[src/rtl/ssd1306_spi_decoder.sv]
// SSD1306 4-wire SPI receiver: synchronises the SPI pins into the pixel clock,
// assembles bytes, decodes addressing commands and emits framebuffer writes.
module ssd1306_spi_decoder #(
    parameter int SYNC_STAGES = 2,
    parameter int COLS        = 128,
    parameter int PAGES       = 8
) (
    input  logic       clk,
    input  logic       rst_n,
    input  logic       wclk,
    input  logic       din,
    input  logic       dc,
    input  logic       cs,
    output logic       fb_we,
    output logic [9:0] fb_addr,
    output logic [7:0] fb_data,
    output logic       display_on,
    output logic       invert
);

    localparam int CW = $clog2(COLS);
    localparam int PW = $clog2(PAGES);

    typedef enum logic [2:0] {
        IDLE,
        ARG_MODE,
        ARG_CS,
        ARG_CE,
        ARG_PS,
        ARG_PE,
        SKIP1
    } state_t;

    logic [SYNC_STAGES-1:0] wclk_sync, din_sync, dc_sync, cs_sync;
    logic                   wclk_prev;
    logic                   wclk_s, din_s, dc_s, cs_s;

    logic [2:0]    bit_cnt;
    logic [7:0]    shreg;
    state_t        state, state_next;
    logic [1:0]    mode;
    logic [CW-1:0] col, col_start, col_end;
    logic [PW-1:0] page, page_start, page_end;

    logic       wclk_rise, shift_in, byte_done, data_done, cmd_done;
    logic       skip_cmd;
    logic [7:0] byte_val;
    logic [9:0] addr_cur;

    // cs synchroniser resets to the deselected level
    always_ff @(posedge clk) begin
        if (!rst_n) begin
            wclk_sync <= '0;
            din_sync  <= '0;
            dc_sync   <= '0;
            cs_sync   <= '1;
            wclk_prev <= 1'b0;
        end else begin
            wclk_sync <= {wclk_sync[SYNC_STAGES-2:0], wclk};
            din_sync  <= {din_sync[SYNC_STAGES-2:0], din};
            dc_sync   <= {dc_sync[SYNC_STAGES-2:0], dc};
            cs_sync   <= {cs_sync[SYNC_STAGES-2:0], cs};
            wclk_prev <= wclk_s;
        end
    end

    assign wclk_s = wclk_sync[SYNC_STAGES-1];
    assign din_s  = din_sync[SYNC_STAGES-1];
    assign dc_s   = dc_sync[SYNC_STAGES-1];
    assign cs_s   = cs_sync[SYNC_STAGES-1];

    assign wclk_rise = wclk_s & ~wclk_prev;
    assign shift_in  = wclk_rise & ~cs_s;
    assign byte_done = shift_in & (bit_cnt == 3'd7);
    assign byte_val  = {shreg[6:0], din_s};
    assign data_done = byte_done & dc_s;
    assign cmd_done  = byte_done & ~dc_s;
    assign addr_cur  = 10'(page) * 10'(COLS) + 10'(col);

    always_comb begin
        case (byte_val)
            8'h81, 8'h8D, 8'hA8, 8'hD3,
            8'hD5, 8'hD9, 8'hDA, 8'hDB: skip_cmd = 1'b1;
            default:                    skip_cmd = 1'b0;
        endcase
    end

    always_ff @(posedge clk) begin
        if (!rst_n) begin
            bit_cnt <= '0;
            shreg   <= '0;
        end else if (cs_s) begin
            bit_cnt <= '0;
        end else if (shift_in) begin
            bit_cnt <= bit_cnt + 3'd1;
            shreg   <= byte_val;
        end
    end

    always_ff @(posedge clk) begin
        if (!rst_n) state <= IDLE;
        else        state <= state_next;
    end

    always_comb begin
        state_next = state;
        if (cs_s) begin
            state_next = IDLE;
        end else if (cmd_done) begin
            case (state)
                IDLE: begin
                    if (byte_val == 8'h20)      state_next = ARG_MODE;
                    else if (byte_val == 8'h21) state_next = ARG_CS;
                    else if (byte_val == 8'h22) state_next = ARG_PS;
                    else if (skip_cmd)          state_next = SKIP1;
                end
                ARG_CS:  state_next = ARG_CE;
                ARG_PS:  state_next = ARG_PE;
                default: state_next = IDLE;
            endcase
        end
    end

    always_ff @(posedge clk) begin
        if (!rst_n) begin
            fb_we      <= 1'b0;
            fb_addr    <= '0;
            fb_data    <= '0;
            display_on <= 1'b0;
            invert     <= 1'b0;
            mode       <= 2'd2;
            col        <= '0;
            page       <= '0;
            col_start  <= '0;
            col_end    <= CW'(COLS - 1);
            page_start <= '0;
            page_end   <= PW'(PAGES - 1);
        end else begin
            fb_we <= 1'b0;
            if (data_done) begin
                fb_we   <= 1'b1;
                fb_addr <= addr_cur;
                fb_data <= byte_val;
                case (mode)
                    2'd0: begin
                        if (col == col_end) begin
                            col  <= col_start;
                            page <= (page == page_end) ? page_start : page + 1'b1;
                        end else begin
                            col <= col + 1'b1;
                        end
                    end
                    2'd1: begin
                        if (page == page_end) begin
                            page <= page_start;
                            col  <= (col == col_end) ? col_start : col + 1'b1;
                        end else begin
                            page <= page + 1'b1;
                        end
                    end
                    default: col <= (col == CW'(COLS - 1)) ? '0 : col + 1'b1;
                endcase
            end else if (cmd_done) begin
                case (state)
                    IDLE: begin
                        if (byte_val[7:4] == 4'h0)
                            col[3:0] <= byte_val[3:0];
                        else if (byte_val[7:3] == 5'b00010)
                            col[CW-1:4] <= byte_val[CW-5:0];
                        else if (byte_val[7:3] == 5'b10110)
                            page <= byte_val[PW-1:0];
                        else if (byte_val == 8'hAE || byte_val == 8'hAF)
                            display_on <= byte_val[0];
                        else if (byte_val == 8'hA6 || byte_val == 8'hA7)
                            invert <= byte_val[0];
                    end
                    ARG_MODE: if (byte_val[1:0] != 2'd3) mode <= byte_val[1:0];
                    ARG_CS: begin
                        col_start <= byte_val[CW-1:0];
                        col       <= byte_val[CW-1:0];
                    end
                    ARG_CE: col_end <= byte_val[CW-1:0];
                    ARG_PS: begin
                        page_start <= byte_val[PW-1:0];
                        page       <= byte_val[PW-1:0];
                    end
                    ARG_PE:  page_end <= byte_val[PW-1:0];
                    default: ;
                endcase
            end
        end
    end

endmodule

[config.mk]
export PLATFORM = sky130hd
export DESIGN_NAME = ssd1306_spi_decoder
export DESIGN_NICKNAME = d
export VERILOG_FILES = /design/src/rtl/ssd1306_spi_decoder.sv
export SDC_FILE = /design/constraint.sdc
export NUM_CORES = 1
export LEC_CHECK = 0
export CAP_MARGIN = 15
export CORE_MARGIN = 3
export CORE_UTILIZATION = 54
export CTS_BUF_LIST = sky130_fd_sc_hd__clkbuf_8
export DETAILED_ROUTE_END_ITERATION = 8
export GPL_TIMING_DRIVEN = 0
export PLACE_DENSITY = 0.78
export RECOVER_POWER = 25
export SETUP_SLACK_MARGIN = 0.15
export SKIP_LAST_GASP = 1
export SYNTH_ARGS = -nofsm -noshare
export SYNTH_HDL_FRONTEND = slang
export SYNTH_SLANG_ARGS = --single-unit
[constraint.sdc]
create_clock -name clk -period 1.63 [get_ports clk]
set_input_delay 0.2445 -clock clk [delete_from_list [all_inputs] [get_ports clk]]
set_output_delay 0.2445 -clock clk [all_outputs]
set_load 0.005 [all_outputs]
==> impl_metrics.ini <==
[cells_and_area]
mostFrequentLayoutCell = dfxtp_1
fillCellCount = 337
nNetsFinal = 486
finish.utilization = 0.839
final_cell_mix = 58 x dfxtp_1, 53 x nand2_1, 30 x mux2i_1
syn2layout_area_growth_pct = 46.4
layout-drive-gt1-share = 0.360
final_cell_area_um2 = 5110
diodes = 0

[sta]
grt_setup_unrepaired = yes
timing.final.crit_share = 1.20
clock_skew_ns = 0.00930
setup-violations-final = 42
max_freq_ghz = 0.512
period_needed_ns = 1.95
drv_slew = 0
setup_ws_ns = -0.324
worstMarginPinSlew_ns = 0.708
relSlewSlack = 0.528
hold_viol_final = 0

[outcome]
violations = negative setup slack
outcome = complete, but fails checks

[yosys]
muxShareOfSynthArea = 0.0949
synth_area_per_cell_um2 = 8.69
yosys.area_share.adder = 0.0172
synth_cells = 402
ys_seq_elements = 75
async_flop_share = 0
synth_top_family_by_area = simple AND/OR/NAND/NOR gates
synth-xor-area-share = 0.0426
synthSimpleGateAreaFrac = 0.217
synth_compound_area_frac = 0.157
yosysWarnings = 0
synth-seq-area-share = 0.430
ys_types = 46
synth_fp_nets = 412
synth_flop_cell = dfxtp_1
netlist_area_um2 = 3490
synth-edff-count = 0

[clocking]
cts_root_buffer = clkbuf_8
cts_tree = yes
clkLatencyLatePin_ns = 0.36
clk_path_buf_depth = 2
cts_made_buffers = 9
path_clk_slew_ns = 0.08
htree_levels = 3
clock_sinks = 75

[route]
viasPerCell = 6.23
avgRoutedWirePerCell_um = 20.8
first_iter_violations = 455
drc = 0
first_pass_iters = 5
ant_nets = 0
vias = 3464
wirelength_um = 11500

[floorplan]
initial_core_util = 0.573
die_h_um = 86.4
io_pins = 27
die_w_um = 86.4
rows = 28
core_um2 = 6100
dieArea_um2 = 7470

[worst_setup_path]
cp.required_ns = 1.91
r2r-start = shreg[3]
critPathLaunchType = register
cp.arrival_ns = 2.23
cp_max_fo = 9
r2r_cells = 7
endpoint = col[5]
path_class = register to register
crit_path_start = shreg[3]
r2r_end = col[5]
r2r_setup_slack_ns = -0.32
end_kind = register

[power_and_ir_drop]
power_density_nw_per_um2 = 663
ir_worst_vdd_mv = 0.536
power_leakage_nw = 2.09

[place]
place.gp.congestion = 0.938
port_buffers = 26
dp_hpwl_um = 5690
place_area_um2 = 3910

[global_route]
grt.total_usage = 0.282
grt_pass1_wl_um = 16300
grt_max_degree = 13
grt_pass1_vias = 3236
overflow = 0
antenna_found_initial = 0

[job]
cap_violations = 0

[hold_path]
hold_class = register to register
worstHoldPathCells = 1
==> where the power goes <==
group          switching (mW)  total (mW)  internal (mW)
registers             0.00544        1.84           1.83
clock network           0.716        1.45          0.736
logic                  0.0529      0.0985         0.0456
total                   0.775        3.39           2.61
==> kinds of logic (layout without fill, tap and decap cells) <==
| kind of cell | after synthesis | after routing |
|---|---|---|
| mux | 33 | 33 |
| fa+ha+maj | 5 | 5 |
| simple gates | 154 | 154 |
| flops | 75 | 75 |
| xor+xnor | 17 | 17 |
| buf+inv | 37 | 116 |
| compound gates | 81 | 81 |
==> state kept, by name, summed over array words and instances, names as in the netlist <==
register / cells
wclk_sync: 2
din_sync: 2
page_end: 3
wclk_prev: 1
col: 7
bit_cnt: 3
col_end: 7
col_start: 7
page: 3
fb_data: 8
mode: 2
page_start: 3
cs_sync: 2
fb_we: 1
dc_sync: 2
shreg: 7
invert: 1
state: 3
display_on: 1
fb_addr: 10
==> routing by layer <==
metal  track usage  vias to the layer above  wire length [µm]
li1              -                     1536                 -
met1         0.354                     1647              4530
met2         0.458                      203              5370
met3        0.0618                       78               914
met4         0.142                        0               724
met5             0                        -                 0
==> cell usage after synthesis (all sizes together) (2+ instances only) <==
cell     count  area (µm²)
buf          4        20.0
o22ai        2        12.5
and2         9        56.3
nor4         4        25.0
a21boi      25         188
dfxtp       75        1500
nor2        17        63.8
o211a        2        20.0
a31oi        5        37.5
and3         4        25.0
nor2b       15        93.8
o21a         3        22.5
nor3         7        35.0
a2bb2oi      4        35.0
xor2         9        78.8
inv          4        15.0
nand3       12        60.1
o211ai       4        30.0
o21ai       19        95.1
nand3b       4        30.0
ha           4        50.1
nand2       69         262
nand2b       4        25.0
a21oi       10        50.1
mux2i       32         320
nand4b       2        17.5
o31ai        2        15.0
clkbuf      29         109
xnor2        8        70.1
nor3b        2        26.3
==> worst min-delay path by stage <==
| stage | start | to | slack, ns |
|---|---|---|---|
| floorplan | cs | cs_sync[0] | 0.35 |
| global placement | cs_sync[0] | cs_sync[1] | 0.39 |
| detailed placement | cs_sync[0] | cs_sync[1] | 0.40 |
| CTS | cs_sync[0] | cs_sync[1] | 0.41 |
| global route | cs_sync[0] | cs_sync[1] | 0.45 |
| finish | cs_sync[0] | cs_sync[1] | 0.41 |
==> timing repair <==
action                                  CTS  global route
pin swaps                                33            30
cloned                                    3             2
buffers inserted                         26             6
endpoints found under the setup margin   66            62
gates resized for setup                 115            96
hold buffers                              0             0
==> through the flow <==
step / power, mW / worst slack, ns / TNS (ns) / hold WS [ns] / instances
4_1_cts: 3.37 / -0.0862 / -0.577 / 0.414 / 548
2_1_floorplan: 1.94 / 0.00555 / 0 / 0.346 / 402
3_3_place_gp: 1.97 / -0.410 / -14.71 / 0.391 / 503
3_5_place_dp: 1.97 / -0.434 / -15.92 / 0.396 / 503
6_report: 3.39 / -0.324 / -3.14 / 0.408 / 556
5_1_grt: 3.46 / -0.380 / -8.38 / 0.448 / 556
==> worst max-delay path: stages (launching register included) <==
cell,delay [ns]
dfxtp_1,0.31
clkbuf_2,0.28
nor3b_2,0.26
nand2_1,0.16
o21ai_0,0.35
a221o_1,0.25
nand3b_1,0.09
o22ai_1,0.16
==> layout make-up <==
class                           count  area (µm²)  area share
Buffer                             33         362      0.0707
Clock buffer                       10         138      0.0269
Clock inverter                      6        56.3      0.0110
Inverter                            4        15.0     0.00294
Multi-Input combinational cell    290        2320       0.453
Sequential cell                    75        1530       0.300
Tap cell                           75        93.8      0.0183
Timing Repair Buffer               63         601       0.117
Note: power is estimated with default switching activity, not from simulation.
